`src/rtl/risky_mem_arbiter.sv`:
```
// Shares one memory port between instruction fetch and the load/store unit, one transaction in flight.
// Optional performance counters are built when RISKY_ARB_PERF_EN is defined.
module risky_mem_arbiter #(
  parameter int unsigned ADDR_W         = 32,
  parameter int unsigned DATA_W         = 32,
  parameter int unsigned MAX_LSU_STREAK = 4
) (
  input  logic                clk,
  input  logic                rst,
  input  logic                if_req_valid,
  input  logic [ADDR_W-1:0]   if_req_addr,
  output logic                if_req_ready,
  output logic                if_rsp_valid,
  output logic [DATA_W-1:0]   if_rsp_rdata,
  input  logic                lsu_req_valid,
  input  logic                lsu_req_we,
  input  logic [ADDR_W-1:0]   lsu_req_addr,
  input  logic [DATA_W-1:0]   lsu_req_wdata,
  input  logic [DATA_W/8-1:0] lsu_req_be,
  output logic                lsu_req_ready,
  output logic                lsu_rsp_valid,
  output logic [DATA_W-1:0]   lsu_rsp_rdata,
  output logic                mem_req_valid,
  input  logic                mem_req_ready,
  output logic                mem_req_we,
  output logic [ADDR_W-1:0]   mem_req_addr,
  output logic [DATA_W-1:0]   mem_req_wdata,
  output logic [DATA_W/8-1:0] mem_req_be,
  input  logic                mem_rsp_valid,
  input  logic [DATA_W-1:0]   mem_rsp_rdata,
  output logic                busy
`ifdef RISKY_ARB_PERF_EN
  ,
  output logic [31:0]         perf_if_grants,
  output logic [31:0]         perf_lsu_grants,
  output logic [31:0]         perf_if_stall
`endif
);

  localparam int unsigned STREAK_W = $clog2(MAX_LSU_STREAK + 1);
  localparam logic [STREAK_W-1:0] STREAK_MAX = STREAK_W'(MAX_LSU_STREAK);

  typedef enum logic [1:0] {
    IDLE = 2'd0,
    REQ  = 2'd1,
    WAIT = 2'd2
  } state_t;

  state_t              state;
  logic [STREAK_W-1:0] streak;
  logic                owner_lsu;
  logic                if_win;
  logic                lsu_win;
  logic                rsp_fire;

  // IF wins only when LSU is idle or the LSU streak has hit its limit.
  assign if_win  = !rst && (state == IDLE) && if_req_valid &&
                   (!lsu_req_valid || (streak == STREAK_MAX));
  assign lsu_win = !rst && (state == IDLE) && lsu_req_valid && !if_win;

  assign if_req_ready  = if_win;
  assign lsu_req_ready = lsu_win;

  // Responses outside WAIT are spurious and never reach a requester.
  assign rsp_fire      = (state == WAIT) && mem_rsp_valid;
  assign if_rsp_valid  = rsp_fire && !owner_lsu;
  assign lsu_rsp_valid = rsp_fire && owner_lsu;
  assign if_rsp_rdata  = if_rsp_valid ? mem_rsp_rdata : '0;
  assign lsu_rsp_rdata = (lsu_rsp_valid && !mem_req_we) ? mem_rsp_rdata : '0;

  assign busy = (state != IDLE);

  always_ff @(posedge clk or posedge rst) begin
    if (rst) begin
      state         <= IDLE;
      streak        <= '0;
      owner_lsu     <= 1'b0;
      mem_req_valid <= 1'b0;
      mem_req_we    <= 1'b0;
      mem_req_addr  <= '0;
      mem_req_wdata <= '0;
      mem_req_be    <= '0;
    end else begin
      case (state)
        IDLE: begin
          if (!if_req_valid) begin
            streak <= '0;
          end
          if (if_win) begin
            streak        <= '0;
            owner_lsu     <= 1'b0;
            mem_req_we    <= 1'b0;
            mem_req_addr  <= if_req_addr;
            mem_req_wdata <= '0;
            mem_req_be    <= '1;
            mem_req_valid <= 1'b1;
            state         <= REQ;
          end else if (lsu_win) begin
            if (if_req_valid && (streak != STREAK_MAX)) begin
              streak <= streak + STREAK_W'(1);
            end
            owner_lsu     <= 1'b1;
            mem_req_we    <= lsu_req_we;
            mem_req_addr  <= lsu_req_addr;
            mem_req_wdata <= lsu_req_wdata;
            mem_req_be    <= lsu_req_be;
            mem_req_valid <= 1'b1;
            state         <= REQ;
          end
        end
        REQ: begin
          if (mem_req_ready) begin
            mem_req_valid <= 1'b0;
            state         <= WAIT;
          end
        end
        WAIT: begin
          if (mem_rsp_valid) begin
            state <= IDLE;
          end
        end
        default: state <= IDLE;
      endcase
    end
  end

`ifdef RISKY_ARB_PERF_EN
  // Free-running event counters; they wrap naturally at 2^32.
  always_ff @(posedge clk or posedge rst) begin
    if (rst) begin
      perf_if_grants  <= '0;
      perf_lsu_grants <= '0;
      perf_if_stall   <= '0;
    end else begin
      if (if_win) perf_if_grants <= perf_if_grants + 32'(1);
      if (lsu_win) perf_lsu_grants <= perf_lsu_grants + 32'(1);
      if (if_req_valid && !if_req_ready) perf_if_stall <= perf_if_stall + 32'(1);
    end
  end
`endif

endmodule

```
`config.mk`:
```
export PLATFORM = sky130hd
export DESIGN_NAME = risky_mem_arbiter
export DESIGN_NICKNAME = d
export VERILOG_FILES = /design/src/rtl/risky_mem_arbiter.sv
export SDC_FILE = /design/constraint.sdc
export NUM_CORES = 1
export LEC_CHECK = 0
export ABC_CLOCK_PERIOD_IN_PS = 2100
export CAP_MARGIN = 20
export CORE_MARGIN = 10
export CORE_UTILIZATION = 31
export CTS_CLUSTER_DIAMETER = 120
export DETAILED_ROUTE_END_ITERATION = 10
export PLACE_DENSITY = 0.81
export SKIP_CTS_REPAIR_TIMING = 1
export SLEW_MARGIN = 20
export SYNTH_ARGS = -nofsm -noshare
export SYNTH_HDL_FRONTEND = slang
export SYNTH_SLANG_ARGS = --single-unit
```
`constraint.sdc`:
```
create_clock -name clk -period 2.1 [get_ports clk]
set_clock_uncertainty 0.2 [all_clocks]
set_input_delay 0.21 -clock clk [delete_from_list [all_inputs] [get_ports clk]]
set_output_delay 0.21 -clock clk [all_outputs]
set_load 0.01 [all_outputs]
```
==> metrics.md, run 1 <==
| Metric | Value |
|---|---|
| PortBufs | `277` |
| Slew HR | `69.4%` |
| Post-synth top area share | `49.8%` |
| Cell area power density | `1140 nW/um^2` |
| Crit path time final | `2.21 ns` |
| Gate Count Post-Synth | `342` |
| Largest cells by area after synthesis | `dfrtp_1 50%, a221oi_2 12%, and2_1 11%, a22o_1 7.6%, nor2_1 6.4%` |
| Fmax | `0.452 GHz` |
| Pin slew with the least headroom to its limit | `0.458 ns` |
| Failing checks | `setup timing` |
| Setup CP Type | `flip-flop to output port` |
| Residual DRC | `0` |
| Clock-pin transition on the worst setup and hold timing paths | `0.07 ns` |
| Post-DP HPWL | `12.3 mm` |
| Final Hold Fails | `0` |
| Hold Path Origin | `lsu_req_be[2]` |
| Worst-Skew Late Latency | `0.32 ns` |
| Worst Hold End | `mem_req_be[2]$_DFFE_PP0P_` |
| Layout Utilization | `60.0%` |
| Total Routing Usage GR | `17.0%` |
| Final worst slack | `-0.114 ns` |
| CTS Sinks | `76` |
| Non-filler instance count after layout | `813` |
| Top cell by count, worst path | `buf_6` |
| Initial Utilization | `31.7%` |
| CORE AREA | `12100 um^2` |
| Area delta synth->final | `89.3%` |
| Data required time of the critical path | `1.69 ns` |
| Period utilisation layout | `105%` |
| Inserted Diodes | `0` |
| FILL cells | `1022` |
| Routability congestion estimate from global placement | `0.850` |
| Largest net degree at the start of global routing | `42` |
| Routed Antenna Nets | `0` |
| Worst Hold Path Cells | `2` |
| Max Cap Viol | `0` |
| Vias in the first global route | `4041` |
| CP max stage delay | `0.44 ns` |
| Syn avg cell area | `11.2 um^2` |
| Vias per std cell | `4.66` |
| Buffer levels on the longest clock path | `2` |
| Static Leakage | `0.00321 uW` |
| FF+latch count, synth | `76` |
| Reg-to-Reg End | `mem_req_addr[20]$_DFFE_PP0P_` |
| Register area share after synthesis | `49.8%` |
| Syn Nets | `483` |
| RSZ-0062 raised after global routing | `yes` |
| Pins Over Slew Limit | `0` |
| R2r setup slk | `0.12 ns` |
| # IOs | `278` |
| R2R Path Start | `streak[0]$_DFFE_PP0N_` |
| Via count | `3790` |
| DRT iter0 DRCs | `181` |
| TritonRoute pass-1 iters | `4` |
| Worst vdd ir | `0.811 mV` |
| Mapped cell area | `3820 um^2` |
| Die height | `131 um` |
| Arrival time worst endpoint | `1.80 ns` |
| H-tree depth | `3` |
| Root Buffer | `clkbuf_16` |
| Cts bufs inserted | `9` |
| Worst hold path type | `primary input to flip-flop` |
| Die area | `17200 um^2` |
| CP Capture Type | `output port` |
| Final WL | `15.9 mm` |
| Post-synth cell types | `35` |
| Routed wire per std cell | `19.6 um` |
| Slowest CP cell | `dfrtp_2` |
| Cell type with the largest total area after synthesis | `dfrtp_1` |
| CTS tree | `done` |
| Initial antenna violation count | `0` |
| Run status | `finished with violations` |
| First-pass GRT wire length | `22.9 mm` |
| Count of nets after finishing | `781` |
| Worst Path Max Fanout | `6` |
| Setup TNS Final | `-1.81 ns` |
| Rows | `40` |
| Horiz. Die Dim | `131 um` |
| Placed insts | `781` |
| Worst-path cell chain | `nand2b_4 > nor3b_4 > buf_6 > buf_6 > buf_4 > and2_4 > buf_6` |
| Setup violators final | `42` |
| R2R depth | `7` |
| Share of cells above drive strength 1 | `29.3%` |
| Total grt overflow | `0` |
| Synth warnings | `0` |
| Startpoint Class | `flip-flop` |
[metrics by stage]
| stage | total power (uW) | area (um^2) | setup slack, ns | hold slack [ns] |
|---|---|---|---|---|
| 2_1_floorplan | 4170 | 3820 | 0.244 | 0.119 |
| 3_3_place_gp | 6370 | 6830 | -0.263 | 0.271 |
| 3_5_place_dp | 6490 | 6830 | -0.282 | 0.276 |
| 4_1_cts | 8260 | 7160 | -0.455 | 0.261 |
| 5_1_grt | 8770 | 7230 | -0.200 | 0.257 |
| 6_report | 8260 | 7230 | -0.114 | 0.272 |
[synthesized netlist by cell type, drive strengths merged]
| cell type | count |
|---|---|
| dfrtp | 76 |
| o22a | 4 |
| nor3b | 1 |
| clkbuf | 7 |
| nand3b | 1 |
| a21bo | 1 |
| a32o | 1 |
| nor4b | 1 |
| o21a | 1 |
| o21ai | 2 |
| or2 | 1 |
| and4b | 1 |
| nor2b | 1 |
| ha | 2 |
| nand3 | 1 |
| and2b | 1 |
| inv | 5 |
| nand2b | 2 |
| a21o | 1 |
| a221oi | 32 |
| buf | 20 |
| nor2 | 65 |
| o2111ai | 1 |
| nor3 | 1 |
| a21oi | 1 |
| and2 | 66 |
| a22o | 33 |
| nand2 | 13 |
[per-layer routing]
layer	GRT usage, %	share of wire (%)	up-vias
li1	-	-	1802
met1	18.5	37	1831
met2	31.4	54	147
met3	6.33	8.0	10
met4	2.42	0.75	0
met5	0	0	-
[state kept, by name (all words and copies together), names as in the netlist]
register,cells
streak,3
mem_req_be,4
owner_lsu,1
mem_req_wdata,32
state,2
mem_req_addr,32
mem_req_we,1
mem_req_valid,1
[logic make-up (layout without fill, tap and decap cells)]
| group | Yosys count | count (layout) | synth area share, % |
|---|---|---|---|
| AND/OR/NAND/NOR | 155 | 155 | 21.6 |
| AO/OA/AOI/OAI | 77 | 77 | 22.3 |
| flip-flops | 76 | 76 | 49.8 |
| buffers and inverters | 32 | 335 | 5.70 |
| adder cells (fa/ha/maj) | 2 | 2 | 0.655 |
[layout by cell type, fill, tap and decap left out, drive strengths merged, types with 2 or more instances in the layout]
| cell type | instances |
|---|---|
| inv | 8 |
| dfrtp | 76 |
| nor2 | 65 |
| o21ai | 2 |
| a22o | 33 |
| o22a | 4 |
| clkdlybuf4s50 | 208 |
| a221oi | 32 |
| nand2b | 2 |
| buf | 79 |
| clkbuf | 34 |
| nand2 | 13 |
| clkinvlp | 2 |
| ha | 2 |
| bufinv | 2 |
| and2 | 66 |
| dlymetal6s2s | 2 |
[worst max path at each step]
stage                                        endpoint  cells after the start  slack (ns)                   from
after floorplan           mem_req_addr[0]$_DFFE_PP0P_                      8        0.24  streak[0]$_DFFE_PP0N_
after global placement                  lsu_req_ready                      6       -0.26                    rst
after detailed placement             lsu_rsp_rdata[8]                      6       -0.28          mem_rsp_valid
after CTS                             if_rsp_rdata[7]                      5       -0.45   state[0]$_DFFE_PP0P_
after global routing                  if_rsp_rdata[7]                      7       -0.20   state[0]$_DFFE_PP0P_
final                                 if_rsp_rdata[7]                      7       -0.11   state[0]$_DFFE_PP0P_
[where the power goes]
| group | switching, uW | total, uW | internal (uW) | leakage (uW) |
|---|---|---|---|---|
| clock network | 648 | 1710 | 1060 | 0.000159 |
| registers | 427 | 2610 | 2180 | 0.000886 |
| logic | 1700 | 3940 | 2250 | 0.00217 |
| total | 2770 | 8260 | 5490 | 0.00321 |
[cell type report]
cell class	instances	area (um^2)	share of cell area [%]
clock buffer	9	225	3.11
timing repair buffer	314	2960	40.9
inverter	5	27.5	0.381
tap	168	210	2.91
sequential	76	1900	26.3
multi-input combinational	234	1800	24.9
clock inverter	7	105	1.45
[worst max-delay path, delay by kind of cell (launching register included)]
kind	cells	cell delay [ns]
buffers and inverters	4	0.45
and+or+nand+nor	3	0.59
DFF	1	0.44
Power figures use the tool's default switching activity.
==> run 2: changes to the inputs <==
Settings changed: CORE_UTILIZATION 31 to 30, MAX_ROUTING_LAYER set to met4, PLACE_DENSITY 0.81 to 0.78.
==> metrics.md, run 2 (synthesis gave the netlist of run 1 again) <==
| Metric | Value |
|---|---|
| Run status | `finished with violations (unchanged)` |
| Failing checks | `setup timing (unchanged)` |
| Pin slew with the least headroom to its limit | `0.438 ns (was 0.458 ns)` |
| Fmax | `0.441 GHz (was 0.452 GHz)` |
| Reg-to-Reg End | `mem_req_addr[9]$_DFFE_PP0P_ (was mem_req_addr[20]$_DFFE_PP0P_)` |
| Total Routing Usage GR | `17.0% (about the same)` |
| Via count | `3867 (was 3790)` |
| Final worst slack | `-0.166 ns (was -0.114 ns)` |
| Hold_ws | `0.260 ns (was 0.272 ns)` |
| Family with the most delay on the worst path | `simple AND/OR/NAND/NOR gates (unchanged)` |
| Cts bufs inserted | `9 (unchanged)` |
| Routed Antenna Nets | `0 (unchanged)` |
| Clock-pin transition on the worst setup and hold timing paths | `0.06 ns (was 0.07 ns)` |
| Final Hold Fails | `0 (unchanged)` |
| Worst path bufs/invs | `4 (unchanged)` |
| Vias in the first global route | `4217 (was 4041)` |
| Slowest CP cell | `dfrtp_2 (unchanged)` |
| Commonest non-fill, non-tap cell in the layout | `clkdlybuf4s50_1 (unchanged)` |
| Total grt overflow | `0 (unchanged)` |
| Slew HR | `70.8% (was 69.4%)` |
| Cell area power density | `1090 nW/um^2 (was 1140 nW/um^2)` |
| Die height | `133 um (was 131 um)` |
| Largest net degree at the start of global routing | `43 (was 42)` |
| PortBufs | `277 (unchanged)` |
| Horiz. Die Dim | `133 um (was 131 um)` |
| Share of cells above drive strength 1 | `29.2% (was 29.3%)` |
| RSZ-0062 raised after global routing | `yes (unchanged)` |
| DRT iter0 DRCs | `163 (was 181)` |
| Area delta synth->final | `94.7% (was 89.3%)` |
| Sequential share of power | `32.2% (was 31.6%)` |
| Comb power frac | `49.5% (was 47.7%)` |
| Worst-path cell chain | `buf_6 > and4b_1 > and2b_2 > buf_6 > clkbuf_16 > and2_4 > buf_6 (was nand2b_4 > nor3b_4 > buf_6 > buf_6 > buf_4 > and2_4 > buf_6)` |
| Internal cell power | `5390 uW (was 5490 uW)` |
| Crit path time final | `2.27 ns (was 2.21 ns)` |
| CP Capture Type | `output port (unchanged)` |
| # IOs | `278 (unchanged)` |
| Vias per std cell | `4.74 (was 4.66)` |
| Count of nets after finishing | `780 (was 781)` |
| Data required time of the critical path | `1.69 ns (about the same)` |
| Setup TNS Final | `-4.71 ns (was -1.81 ns)` |
| Psw | `2690 uW (was 2770 uW)` |
| Post-DP HPWL | `12.4 mm (was 12.3 mm)` |
| R2r setup slk | `0.09 ns (was 0.12 ns)` |
| CTS tree | `done (unchanged)` |
| Rows | `41 (was 40)` |
| Residual DRC | `0 (unchanged)` |
| Largest registers | `mem_req_addr: 32 flops, mem_req_wdata: 32 flops, mem_req_be: 4 flops (unchanged)` |
| Clock group share of total power | `18.3% (was 20.7%)` |
| TritonRoute pass-1 iters | `4 (unchanged)` |
| R2R Path Start | `state[0]$_DFFE_PP0P_ (was streak[0]$_DFFE_PP0N_)` |
| First-pass GRT wire length | `23.6 mm (was 22.9 mm)` |
| Setup CP Type | `flip-flop to output port (unchanged)` |
| Die area | `17700 um^2 (was 17200 um^2)` |
| Period utilisation layout | `108% (was 105%)` |
| Startpoint Class | `flip-flop (unchanged)` |
| Arrival time worst endpoint | `1.86 ns (was 1.80 ns)` |
| Root Buffer | `clkbuf_16 (unchanged)` |
| CTS Sinks | `76 (unchanged)` |
| Routed wire per std cell | `19.9 um (was 19.6 um)` |
| CP max stage delay | `0.41 ns (was 0.44 ns)` |
| Buffer levels on the longest clock path | `2 (unchanged)` |
| Initial Utilization | `30.4% (was 31.7%)` |
| Setup violators final | `53 (was 42)` |
| Final WL | `16.2 mm (was 15.9 mm)` |
| Static Leakage | `0.00340 uW (was 0.00321 uW)` |
| Routability congestion estimate from global placement | `0.854 (was 0.850)` |
| Max Cap Viol | `0 (unchanged)` |
| Top cell by count, worst path | `buf_6 (unchanged)` |
| CORE AREA | `12600 um^2 (was 12100 um^2)` |
| Worst-Skew Late Latency | `0.32 ns (about the same)` |
| Sw Ratio | `33.3% (was 33.5%)` |
| H-tree depth | `3 (unchanged)` |
| Worst hold path type | `primary input to asynchronous set/reset pin (was primary input to flip-flop)` |
| Most frequent cells in the layout | `208 x clkdlybuf4s50_1, 74 x dfrtp_1, 65 x nor2_1 (unchanged)` |
| Pins Over Slew Limit | `0 (unchanged)` |
| WP depth | `7 (unchanged)` |
| Initial antenna violation count | `0 (unchanged)` |
| Inserted Diodes | `0 (unchanged)` |
| Worst Path Max Fanout | `8 (was 6)` |
| R2R depth | `7 (unchanged)` |
| Worst vdd ir | `0.633 mV (was 0.811 mV)` |
-- run 2: cell types whose count changed in the layout (fill, tap and decap cells not counted), moves of 3 or more --
| cell | change |
|---|---|
| and2_1 | -11 |
| dlymetal6s2s_1 | +9 |
| inv_6 | -3 |
| clkbuf_2 | -21 |
| clkbuf_16 | +3 |
| and2_4 | +11 |
| clkinv_2 | +3 |
| buf_4 | -8 |
| buf_6 | +15 |
-- run 2: worst max-delay path by stage --
stage	startpoint	to
floorplan	streak[0]$_DFFE_PP0N_	mem_req_addr[0]$_DFFE_PP0P_
global placement	rst	lsu_req_ready
detailed placement	mem_rsp_valid	lsu_rsp_rdata[16]
CTS	state[0]$_DFFE_PP0P_	lsu_rsp_rdata[16]
global route	state[0]$_DFFE_PP0P_	lsu_rsp_rdata[26]
finish	state[0]$_DFFE_PP0P_	lsu_rsp_rdata[16]
-- run 2: stage by stage --
step                      total power (uW)  std cells  utilization [%]  cell area (um^2)  setup slack, ns
after floorplan                       4170        342                -              3820            0.244
after global placement                6400        784             54.6              6860           -0.324
after detailed placement              6520        784             54.6              6860           -0.305
after CTS                             8050        799             56.8              7140           -0.435
after global routing                  8570        815             59.2              7440           -0.229
final                                 8080        815             59.2              7440           -0.166
-- run 2: worst reg2reg max path, delay by kind of cell, from the launching register on --
family	cells	cell delay [ns]
and+or+nand+nor	3	0.50
buffers and inverters	3	0.48
DFF	1	0.41
AOI/OAI and AO/OA	1	0.30
-- run 2: power by group through the flow --
stage          Clock (uW)  Combinational, uW  Sequential (uW)
2_1_floorplan           0               1260             2910
3_5_place_dp            0               3900             2620
6_report             1470               4000             2600
5_1_grt              1590               4280             2710
3_3_place_gp            0               3820             2580
4_1_cts              1520               3920             2610
-- run 2: cell type report --
cell class | instances | area [um^2]
well taps | 172 | 215
flip-flops and latches | 76 | 1900
clock buffers | 10 | 229
fillers | 1049 | 5130
repair buffers | 313 | 3190
inverters | 5 | 27.5
multi-input cells | 234 | 1820
clock inverters | 5 | 53.8
-- run 2: layer usage --
| layer | wire [um] | global-route usage, % | share of wire (%) |
|---|---|---|---|
| met1 | 6480 | 18.5 | 40 |
| met2 | 8300 | 29.6 | 51 |
| met3 | 1050 | 4.81 | 6.5 |
| met4 | 386 | 5.20 | 2.4 |
| met5 | 0 | - | 0 |
==> run 3: changes to the inputs <==
Settings changed: CORE_ASPECT_RATIO set to 0.8.
==> metrics.md, run 3 (synthesis gave the netlist of run 1 again) <==
| Metric | Value |
|---|---|
| Run status | `finished with violations (unchanged)` |
| Failing checks | `setup timing (unchanged)` |
| Initial Utilization | `31.0% (was 30.4%)` |
| DRT iter0 DRCs | `185 (was 163)` |
| Data required time of the critical path | `1.69 ns (about the same)` |
| Period utilisation layout | `104% (was 108%)` |
| Buffer levels on the longest clock path | `2 (unchanged)` |
| Share of cells above drive strength 1 | `28.8% (was 29.2%)` |
| Worst path bufs/invs | `3 (was 4)` |
| RSZ-0062 raised after global routing | `yes (unchanged)` |
| Initial antenna violation count | `0 (unchanged)` |
| Post-DP HPWL | `12.3 mm (was 12.4 mm)` |
| Max Cap Viol | `0 (unchanged)` |
| Family with the most delay on the worst path | `simple AND/OR/NAND/NOR gates (unchanged)` |
| Residual DRC | `0 (unchanged)` |
| Most frequent cells in the layout | `209 x clkdlybuf4s50_1, 75 x dfrtp_1, 65 x nor2_1 (was 208 x clkdlybuf4s50_1, 74 x dfrtp_1, 65 x nor2_1)` |
| CP Capture Type | `output port (unchanged)` |
| Die area | `17700 um^2 (about the same)` |
| Commonest non-fill, non-tap cell in the layout | `clkdlybuf4s50_1 (unchanged)` |
| Via count | `3773 (was 3867)` |
| Largest registers | `mem_req_addr: 32 flops, mem_req_wdata: 32 flops, mem_req_be: 4 flops (unchanged)` |
| Worst-Skew Late Latency | `0.32 ns (about the same)` |
| Final worst slack | `-0.0932 ns (was -0.166 ns)` |
| Rows | `36 (was 41)` |
| TritonRoute pass-1 iters | `4 (unchanged)` |
| FILL cells | `1046 (was 1049)` |
| Pin slew with the least headroom to its limit | `0.398 ns (was 0.438 ns)` |
| Horiz. Die Dim | `146 um (was 133 um)` |
| Worst-path cell chain | `and4b_1 > and2b_2 > buf_6 > clkbuf_16 > and2_1 > buf_6 (was buf_6 > and4b_1 > and2b_2 > buf_6 > clkbuf_16 > and2_4 > buf_6)` |
| Total Routing Usage GR | `16.7% (was 17.0%)` |
| Setup TNS Final | `-2.59 ns (was -4.71 ns)` |
| Static Leakage | `0.00326 uW (was 0.00340 uW)` |
| # IOs | `278 (unchanged)` |
| Cell area power density | `1130 nW/um^2 (was 1090 nW/um^2)` |
| Pre-CTS setup slack | `-0.305 ns (about the same)` |
| Cts bufs inserted | `9 (unchanged)` |
| Pins Over Slew Limit | `0 (unchanged)` |
| Setup violators final | `49 (was 53)` |
| Vias in the first global route | `4045 (was 4217)` |
| CP max stage delay | `0.45 ns (was 0.41 ns)` |
| H-tree depth | `3 (unchanged)` |
| Count of nets after finishing | `788 (was 780)` |
| Inserted Diodes | `0 (unchanged)` |
| Top cell by count, worst path | `buf_6 (unchanged)` |
| Clock-pin transition on the worst setup and hold timing paths | `0.06 ns (about the same)` |
| Final WL | `15.9 mm (was 16.2 mm)` |
| CTS tree | `done (unchanged)` |
| Vias per std cell | `4.58 (was 4.74)` |
| Routed Antenna Nets | `0 (unchanged)` |
| Startpoint Class | `flip-flop (unchanged)` |
| First-pass GRT wire length | `23.1 mm (was 23.6 mm)` |
| Root Buffer | `clkbuf_16 (unchanged)` |
| Slew HR | `73.5% (was 70.8%)` |
| Fmax | `0.456 GHz (was 0.441 GHz)` |
| Largest net degree at the start of global routing | `39 (was 43)` |
| Layout Utilization | `59.5% (was 59.2%)` |
| Slowest CP cell | `dfrtp_2 (unchanged)` |
| CTS Sinks | `76 (unchanged)` |
| Setup CP Type | `flip-flop to output port (unchanged)` |
| PortBufs | `277 (unchanged)` |
| Crit path time final | `2.19 ns (was 2.27 ns)` |
| Routed wire per std cell | `19.3 um (was 19.9 um)` |
| Total grt overflow | `0 (unchanged)` |
| Routability congestion estimate from global placement | `0.816 (was 0.854)` |
| Arrival time worst endpoint | `1.78 ns (was 1.86 ns)` |
| Die height | `121 um (was 133 um)` |
| CORE AREA | `12300 um^2 (was 12600 um^2)` |
| Worst Path Max Fanout | `8 (unchanged)` |
| Final Hold Fails | `0 (unchanged)` |
| Worst hold path type | `primary input to asynchronous set/reset pin (unchanged)` |
| Area delta synth->final | `92.1% (was 94.7%)` |
| Worst vdd ir | `0.750 mV (was 0.633 mV)` |
-- run 3: layout make-up --
class	instances	area (um^2)	area share, %
Clock buffer	10	239	3.26
Clock inverter	6	93.8	1.28
Inverter	5	27.5	0.375
Multi-Input combinational cell	234	1790	24.4
Sequential cell	76	1900	25.9
Tap cell	171	214	2.92
Timing Repair Buffer	321	3070	41.8
-- run 3: per-layer routing --
| layer | vias up | track usage, % | wire [um] |
|---|---|---|---|
| met4 | 0 | 3.68 | 184 |
| met2 | 134 | 28.4 | 7880 |
| li1 | 1814 | - | - |
| met5 | - | - | 0 |
| met3 | 17 | 3.99 | 666 |
| met1 | 1808 | 19.9 | 7150 |
-- run 3: per-stage QoR --
stage	std cells	cell area, um^2	hold slack [ns]	total power, uW
floorplan	342	3820	0.119	4170
global placement	791	6930	0.267	6450
detailed placement	791	6930	0.278	6540
CTS	807	7260	0.200	8280
global route	823	7340	0.258	8790
finish	823	7340	0.236	8300
-- run 3: power by group --
group	total, uW	switching [uW]	internal (uW)
Combinational	4020	1720	2300
Sequential	2600	420	2180
Clock	1680	599	1080
Total	8300	2740	5570
-- run 3: final timing paths --
check,startpoint,to,slack [ns],depth (start not counted)
max in group asynchronous,rst,streak[2]$_DFFE_PP0N_,0.98,4
hold reg to reg,mem_req_valid$_DFFE_PP0P_,mem_req_valid$_DFFE_PP0P_,0.29,2
hold / removal,rst,mem_req_addr[7]$_DFFE_PP0P_,0.24,3
min in group clk,lsu_req_be[2],mem_req_be[2]$_DFFE_PP0P_,0.27,2
setup / recovery,state[1]$_DFFE_PP0P_,lsu_rsp_rdata[10],-0.09,6
setup reg to reg,state[1]$_DFFE_PP0P_,mem_req_addr[8]$_DFFE_PP0P_,0.01,8
-- run 3: worst min-delay path: stages --
cell             delay, ns
clkdlybuf4s50_1       0.50
buf_4                 0.19
clkinvlp_4            0.23
